==> src/rtl/uart_rx.sv <==
// UART receiver, 8N1, LSB first, mid-bit sampling with overrun/frame errors.
// Ports: clk, rst, rx, rx_ready, err_clr -> rx_data, rx_valid, rx_busy, frame_err, overrun.
module uart_rx #(
  parameter int CLK_FREQ  = 50_000_000,
  parameter int BAUD_RATE = 115_200
) (
  input  logic       clk,
  input  logic       rst,
  input  logic       rx,
  input  logic       rx_ready,
  input  logic       err_clr,
  output logic [7:0] rx_data,
  output logic       rx_valid,
  output logic       rx_busy,
  output logic       frame_err,
  output logic       overrun
);

  localparam int CLKS_PER_BIT = CLK_FREQ / BAUD_RATE;
  localparam int HALF_BIT     = CLKS_PER_BIT / 2;

  localparam logic [15:0] BIT_END  = 16'(CLKS_PER_BIT - 1);
  localparam logic [15:0] HALF_END = 16'(HALF_BIT - 1);

  typedef enum logic [2:0] {
    IDLE,
    START,
    DATA,
    STOP,
    WAIT_HIGH
  } state_t;

  state_t      state, state_n;
  logic [15:0] cnt, cnt_n;
  logic [2:0]  bit_idx, bit_idx_n;
  logic [7:0]  shreg, shreg_n;
  logic [7:0]  rx_data_n;
  logic        rx_valid_n;
  logic        rx_busy_n;
  logic        frame_err_n;
  logic        overrun_n;
  logic        deliver;
  logic        rx_meta, rx_s;

  always_ff @(posedge clk or posedge rst) begin
    if (rst) begin
      rx_meta <= 1'b1;
      rx_s    <= 1'b1;
    end else begin
      rx_meta <= rx;
      rx_s    <= rx_meta;
    end
  end

  always_ff @(posedge clk or posedge rst) begin
    if (rst) begin
      state     <= IDLE;
      cnt       <= '0;
      bit_idx   <= '0;
      shreg     <= '0;
      rx_data   <= '0;
      rx_valid  <= 1'b0;
      rx_busy   <= 1'b0;
      frame_err <= 1'b0;
      overrun   <= 1'b0;
    end else begin
      state     <= state_n;
      cnt       <= cnt_n;
      bit_idx   <= bit_idx_n;
      shreg     <= shreg_n;
      rx_data   <= rx_data_n;
      rx_valid  <= rx_valid_n;
      rx_busy   <= rx_busy_n;
      frame_err <= frame_err_n;
      overrun   <= overrun_n;
    end
  end

  always_comb begin
    state_n     = state;
    cnt_n       = cnt;
    bit_idx_n   = bit_idx;
    shreg_n     = shreg;
    rx_data_n   = rx_data;
    rx_valid_n  = rx_valid;
    overrun_n   = overrun;
    frame_err_n = 1'b0;
    deliver     = 1'b0;

    unique case (state)
      IDLE: begin
        if (!rx_s) begin
          state_n = START;
          cnt_n   = '0;
        end
      end
      START: begin
        if (cnt == HALF_END) begin
          cnt_n = '0;
          // Start bit must still be low at mid-bit, else it was a glitch.
          if (!rx_s) begin
            state_n   = DATA;
            bit_idx_n = '0;
          end else begin
            state_n = IDLE;
          end
        end else begin
          cnt_n = cnt + 16'd1;
        end
      end
      DATA: begin
        if (cnt == BIT_END) begin
          cnt_n     = '0;
          shreg_n   = {rx_s, shreg[7:1]};
          bit_idx_n = bit_idx + 3'd1;
          if (bit_idx == 3'd7) state_n = STOP;
        end else begin
          cnt_n = cnt + 16'd1;
        end
      end
      STOP: begin
        if (cnt == BIT_END) begin
          cnt_n = '0;
          if (rx_s) begin
            deliver = 1'b1;
            state_n = IDLE;
          end else begin
            frame_err_n = 1'b1;
            state_n     = WAIT_HIGH;
          end
        end else begin
          cnt_n = cnt + 16'd1;
        end
      end
      WAIT_HIGH: begin
        // A break holds the line low; wait it out so it flags only once.
        if (rx_s) state_n = IDLE;
      end
      default: state_n = IDLE;
    endcase

    if (deliver) begin
      rx_data_n  = shreg;
      rx_valid_n = 1'b1;
    end else if (rx_valid && rx_ready) begin
      rx_valid_n = 1'b0;
    end

    // New overrun wins over a coincident clear.
    if (deliver && rx_valid && !rx_ready) begin
      overrun_n = 1'b1;
    end else if (err_clr) begin
      overrun_n = 1'b0;
    end

    rx_busy_n = (state_n != IDLE);
  end

endmodule

==> config.mk <==
export PLATFORM = sky130hd
export DESIGN_NAME = uart_rx
export DESIGN_NICKNAME = d
export VERILOG_FILES = /design/src/rtl/uart_rx.sv
export SDC_FILE = /design/constraint.sdc
export NUM_CORES = 1
export LEC_CHECK = 0
export BUFFER_PORTS_ARGS = -buffer_cell sky130_fd_sc_hd__buf_2
export CORE_UTILIZATION = 53
export DETAILED_ROUTE_END_ITERATION = 12
export GPL_ROUTABILITY_DRIVEN = 0
export PLACE_DENSITY = 0.75
export SLEW_MARGIN = 30
export SYNTH_ARGS = -nofsm -noshare
export SYNTH_HDL_FRONTEND = slang
export SYNTH_SLANG_ARGS = --single-unit
==> constraint.sdc <==
create_clock -name clk -period 2.2 [get_ports clk]
set_input_delay 0.66 -clock clk [delete_from_list [all_inputs] [get_ports clk]]
set_output_delay 0.66 -clock clk [all_outputs]
set_load 0.02 [all_outputs]
==> impl_metrics.tcl, run 1 <==
set metrics [dict create \
    ir_worst_vdd_v 0.000377 \
    hold_class "flop to flop" \
    start_util 0.566 \
    max-clock-path-buffers 2 \
    clock_power_share 0.436 \
    syn-instance-count 192 \
    reg2reg_to "rx_data[0]" \
    powerDensity_nw_per_um2 595 \
    synth_top_family_by_area "simple AND/OR/NAND/NOR gates" \
    diodes 0 \
    pre_cts_ws_ns 0.00980 \
    slew_violations 0 \
    clock.fmax_mhz 462 \
    comb_power_share 0.014 \
    cp-endpoint "rx_data[0]" \
    cp_max_fo 10 \
    post-route-period-util 0.983 \
    crit_type "flop to flop" \
    finalCriticalPeriod_ns 2.16 \
    synth_compound_area_frac 0.0697 \
    r2r_setup_slack_ns 0.04 \
    seq_area_frac_synth 0.521 \
    synthArstFlopShare 1.00 \
    cts-root-buf "clkbuf_8" \
    grt_pass1_wl_um 7290 \
    synth-seq-cells 44 \
    cts_tree "built" \
    nets 234 \
    drt_iter0_drc 133 \
    yosysWarningCount 0 \
    tightest_slew_ns 0.537 \
    rsz0062_at_grt "true" \
    ys_types 39 \
    synthSimpleGateAreaFrac 0.201 \
    p_int_w 0.00119 \
    synth_area_leader_cell "dfrtp_1" \
    crit_start "cnt[9]" \
    syn_nets 202 \
    crit_arrival_ns 2.34 \
    area_delta_synth_final_pct 17.6 \
    final_area_um2 2490 \
    synth-edff-count 0 \
    dp_hpwl_um 3050 \
    critPathLaunchType "flop" \
    synth_flop_cell "dfrtp_1" \
    ctsHoldBuffers 0 \
    port_buffers 16 \
    finalSetupViolCount 0 \
    grt.total_usage 0.229 \
    rows 22 \
    avgViaCountPerCell 5.91 \
    drive_above_1_share 0.307 \
    required_ns 2.38 \
    status "finished clean" \
    antenna_found_initial 0 \
    hold_violations 0 \
    cts.clk_slew.worst_paths_ns 0.08 \
    synthAdderAreaFrac 0.0296 \
    syn_area_um2 2120 \
    via_count 1613 \
    core_area_um2 3740 \
    synth_xor_xnor_area_share 0.0455 \
    seqPwrFrac 0.551 \
    first_pass_iters 4 \
    max-slew-margin-rel 0.642 \
    die_h_um 65.2 \
    syn_avg_cell_area_um2 11.0 \
    p_switching_w 0.000293 \
    dp.cells 261 \
    routed_wl_um 4400 \
    fp.dieArea_um2 4250 \
    drtAntennaViolNets 0 \
    setup_tns_ns 0 \
    drc_errors 0 \
    grt_max_degree 45 \
    first_global_vias 1635 \
    crit_path_end_kind "flop" \
    num_io_pins 17 \
    fin_cells 273 \
    dpl_cell_area_um2 2310 \
    maxCapViolations 0 \
    yosysTopAreaCellShare 0.496 \
    netSwitchingFraction 0.198 \
    setup_ws_ns 0.0373 \
    clock-sinks 44 \
    gr-total-overflow 0 \
    leakagePower_nw 1.20 \
    synthMuxAreaShare 0.105 \
    wl_per_cell_um 16.1 \
    reg2reg_from "cnt[9]" \
    die_w_um 65.2 \
    hold-path-cell-count 0 \
    skew_ns 0.00616 \
    htree_levels 2 \
    r2r_cells 6 \
    ys_top_cells_by_area "dfrtp_1 (50%), mux2_2 (9.0%), xor2_1 (3.7%)" \
    clock_latency_ns 0.29 \
    cts_made_buffers 5 \
]
-- synth_stat cells, drive strengths merged (2+ instances only) --
cell type and number:
dfrtp 42, nor2 20, mux2 18, nand2 14, inv 10, xor2 9, nand4 8, nand3 7
a21oi 6, nor4 6, and3 5, ha 5, a22o 4, nor3 4, o21ai 4, buf 3
or4 3, a211oi 2, clkbuf 2, dfstp 2, mux2i 2, nor3b 2, o22ai 2, xnor2 2
-- flip-flops by register name, indices dropped and copies added, names as in the netlist, 3 cells and up --
| register | flops |
|---|---|
| cnt | 16 |
| shreg | 8 |
| rx_data | 8 |
| bit_idx | 3 |
| state | 3 |
-- timing repair --
action / 4_1_cts / 5_1_grt
endpoints found under the setup margin: 0 / 25
buffers inserted: 0 / 4
resized for setup: 0 / 8
-- layout by cell type (no fill, tap or decap), types with 2 or more instances in the layout --
| cell | count |
|---|---|
| xnor2_1 | 2 |
| a22o_1 | 4 |
| mux2_2 | 17 |
| o22ai_1 | 2 |
| dfrtp_1 | 40 |
| nor4_4 | 2 |
| nand2_1 | 13 |
| and3_1 | 5 |
| nor2_1 | 20 |
| inv_1 | 9 |
| dfrtp_2 | 2 |
| a211oi_1 | 2 |
| nand3_1 | 7 |
| buf_2 | 16 |
| ha_1 | 5 |
| a21oi_1 | 5 |
| nor3_1 | 4 |
| xor2_1 | 9 |
| mux2i_1 | 2 |
| buf_4 | 14 |
| nor4_1 | 4 |
| clkbuf_8 | 6 |
| or4_1 | 2 |
| o21ai_0 | 4 |
| nand4_1 | 8 |
| dfstp_2 | 2 |
-- final cells by class --
class,count,area (µm²)
Clock buffer,6,82.6
Clock inverter,2,38.8
Fill cell,284,1250
Inverter,10,37.5
Multi-Input combinational cell,133,978
Sequential cell,44,1110
Tap cell,48,60.1
Timing Repair Buffer,30,185
-- worst min-delay path by stage --
stage | slack [ns] | endpoint | from
after CTS | 0.36 | rx_s | rx_meta
after floorplan | 0.35 | rx_s | rx_meta
final | 0.36 | rx_s | rx_meta
after global placement | 0.35 | rx_s | rx_meta
after global routing | 0.37 | rx_s | rx_meta
after detailed placement | 0.35 | rx_s | rx_meta
-- metal layers --
metal,global-route usage,routed length [µm],vias to the layer above
li1,-,-,749
met5,0,0,-
met2,0.384,2200,55
met4,0.114,129,0
met3,0.0469,199,18
met1,0.278,1870,791
-- cell families (layout without fill, tap and decap cells) --
group                      Yosys count  in the layout
muxes                               20             20
DFF                                 44             44
and+or+nand+nor                     76             76
buffers and inverters               15             48
adders and majority gates            5              5
AOI/OAI and AO/OA                   21             21
xor gates and xnor gates            11             11
-- through the flow --
step	total power (W)	hold slack, ns	utilization
6_report	0.00148	0.360	0.665
5_1_grt	0.00153	0.367	0.665
4_1_cts	0.00149	0.362	0.650
3_5_place_dp	0.000852	0.350	0.617
3_3_place_gp	0.000851	0.351	0.617
2_1_floorplan	0.000842	0.345	-
-- power by group through the flow --
stage | Combinational [W] | Sequential [W] | Clock (W)
2_1_floorplan | 0.0000147 | 0.000828 | 0
3_3_place_gp | 0.0000204 | 0.000830 | 0
3_5_place_dp | 0.0000215 | 0.000831 | 0
6_report | 0.0000202 | 0.000815 | 0.000645
5_1_grt | 0.0000238 | 0.000815 | 0.000695
4_1_cts | 0.0000215 | 0.000815 | 0.000654
-- worst max-delay path: stages, from the launching register on --
cell	delay, ns
dfrtp_2	0.46
nor4_4	0.38
buf_4	0.18
nand4_1	0.19
nor4_1	0.29
nand2_2	0.23
mux2_2	0.33
Power figures use the tool's default switching activity.
==> run 2: changes to the inputs <==
--- a/config.mk
+++ b/config.mk
@@ -5,8 +5,9 @@
 export SDC_FILE = /design/constraint.sdc
 export NUM_CORES = 1
 export LEC_CHECK = 0
+export ABC_AREA = 1
 export BUFFER_PORTS_ARGS = -buffer_cell sky130_fd_sc_hd__buf_2
-export CORE_UTILIZATION = 53
+export CORE_UTILIZATION = 54
 export DETAILED_ROUTE_END_ITERATION = 12
 export GPL_ROUTABILITY_DRIVEN = 0
 export PLACE_DENSITY = 0.75
==> run 2 against run 1 <==
Effect of this change: non-clock buffer count decreased by 11; power decreased by 0.72%; count of clock-buffer cells in the layout decreased by 1; first-iteration DRC count increased by 12%; synthesized area increased by 18%; wire length increased by 13%; sequential power about the same; sequential share of layout area decreased by 4.4 points; largest cell class is now multi-input combinational cells.
==> impl_metrics.tcl, run 2 <==
set metrics [dict create \
    first_pass_iters 4 \
    hold_violations 0 \
    ctsHoldBuffers 0 \
    clock.fmax_mhz 598 \
    rows 24 \
    finalCriticalPeriod_ns 1.67 \
    hold_class "input port to async pin" \
    grt_max_degree 23 \
    grt.total_usage 0.224 \
    utilization 0.624 \
    cts_made_buffers 5 \
    fp.dieArea_um2 4910 \
    crit_chain "inv_1 > ha_1 > nand3_1 > nor2_4 > nand4_4 > nand2_1 > o21ai_2" \
    most-common-layout-cells "nand2_1 (71), inv_1 (43), dfrtp_1 (42)" \
    gr-total-overflow 0 \
    seq_area_frac_synth 0.441 \
    critPathLaunchType "flop" \
    first_global_vias 1864 \
    largest_reg_flops 16 \
    crit_type "flop to flop" \
    synth_area_leader_cell "dfrtp_1" \
    num_io_pins 17 \
    drive_above_1_share 0.210 \
    setup_tns_ns 0 \
    area_delta_synth_final_pct 10.1 \
    max-clock-path-buffers 2 \
    path_buf_inv 1 \
    netSwitchingFraction 0.211 \
    top_regs "cnt (16), rx_data (8), shreg (8)" \
    via_count 2038 \
    synthTopCellsByCount "nand2_1 (71), inv_1 (44), dfrtp_1 (42)" \
    die_w_um 70.1 \
    max-slew-margin-rel 0.702 \
    tightest_slew_ns 0.446 \
    multi_input_area_um2 1180 \
    start_util 0.567 \
    cts_tree "built" \
    syn_nets 315 \
    reg2reg_to "rx_data[7]" \
    dp_hpwl_um 3670 \
    grt_pass1_wl_um 8580 \
    rsz0062_at_grt "false" \
    slew_violations 0 \
    ys_top_cells_by_area "dfrtp_1 (42%), nand2_1 (11%), inv_1 (6.6%)" \
    drt_iter0_drc 149 \
    regArea_um2 1100 \
    core_area_um2 4410 \
    p_int_w 0.00116 \
    avgViaCountPerCell 5.35 \
    r2r_cells 7 \
    post-cts-setup-buffer-count 0 \
    regMostFlops "cnt" \
    skew_ns 0.00647 \
    slowest_delay_ns 0.40 \
    post-route-period-util 0.760 \
    maxCapViolations 0 \
    wl_per_cell_um 13.1 \
    routed_wl_um 4980 \
    synth_flop_cell "dfrtp_1" \
    reg2reg_from "cnt[1]" \
    synthArstFlopShare 1.00 \
    clock-sinks 44 \
    die_h_um 70.1 \
    powerDensity_nw_per_um2 533 \
    drtAntennaViolNets 0 \
    crit_slowest_cell "dfrtp_1" \
    required_ns 2.39 \
    port_buffers 16 \
    syn_avg_cell_area_um2 8.21 \
    cts.clk_slew.worst_paths_ns 0.09 \
    crit_arrival_ns 1.87 \
    htree_levels 2 \
    final_common_cell "nand2_1" \
    drc_errors 0 \
    comb_power_share 0.016 \
    yosysWarningCount 0 \
    ys_types 32 \
    syn-instance-count 305 \
    synth-seq-cells 44 \
    status "finished clean" \
    synth.most_common_cell "nand2_1" \
    synth-edff-count 0 \
    yosysTopAreaCellShare 0.420 \
    nets 338 \
    cp_max_fo 18 \
    ir_worst_vdd_v 0.000350 \
    p_switching_w 0.000310 \
    diodes 0 \
    syn_area_um2 2500 \
    finalSetupViolCount 0 \
    fill_cells 381 \
    clock_latency_ns 0.30 \
    worst_path_dominant_cell_family "simple AND/OR/NAND/NOR gates" \
    crit_path_end_kind "flop" \
    cts_resized 0 \
    cts-root-buf "clkbuf_8" \
    clock_power_share 0.430 \
    antenna_found_initial 0 \
    seqPwrFrac 0.554 \
    r2r_setup_slack_ns 0.53 \
    leakagePower_nw 1.36 \
]
-- run 2: how the worst max path moves through the flow --
stage | from | end | slack (ns) | depth (start not counted)
2_1_floorplan | rst | bit_idx[0] | 0.51 | 1
3_3_place_gp | cnt[1] | rx_data[1] | 0.57 | 7
3_5_place_dp | cnt[1] | rx_data[7] | 0.53 | 7
4_1_cts | cnt[1] | rx_data[7] | 0.50 | 7
5_1_grt | cnt[0] | rx_busy | 0.37 | 8
6_report | cnt[1] | rx_data[7] | 0.53 | 7
-- run 2: final cells by class --
type,count,area share
repair buffers,19,0.0372
flip-flops and latches,44,0.400
clock buffers,5,0.0250
multi-input cells,207,0.427
well taps,52,0.0236
inverters,51,0.0704
clock inverters,3,0.0168
-- run 2: metal layers --
| layer | track usage | part of all wire |
|---|---|---|
| met2 | 0.348 | 0.46 |
| met3 | 0.0491 | 0.052 |
| met5 | 0 | 0 |
| met4 | 0.0667 | 0.014 |
| met1 | 0.315 | 0.48 |
-- run 2: power groups by stage --
| stage | combinational, W | clock [W] | sequential (W) |
|---|---|---|---|
| after floorplan | 0.0000133 | 0 | 0.000829 |
| after global placement | 0.0000244 | 0 | 0.000830 |
| after detailed placement | 0.0000251 | 0 | 0.000830 |
| after CTS | 0.0000252 | 0.000645 | 0.000814 |
| after global routing | 0.0000281 | 0.000672 | 0.000814 |
| final | 0.0000236 | 0.000632 | 0.000814 |
-- run 2: logic make-up after synthesis --
family / synth area share
adders and majority gates: 0.0250
and+or+nand+nor: 0.324
DFF: 0.441
AOI/OAI and AO/OA: 0.103
buffers and inverters: 0.0895
xor gates and xnor gates: 0.0175
-- run 2: through the flow --
stage,cells,hold slack [ns],instance area [µm²],power [W],worst slack [ns]
finish,381,0.244,2760,0.00147,0.528
detailed placement,373,0.358,2640,0.000855,0.531
global route,381,0.248,2760,0.00151,0.371
global placement,373,0.347,2640,0.000854,0.574
floorplan,305,0.345,2500,0.000842,0.512
CTS,381,0.240,2760,0.00148,0.503
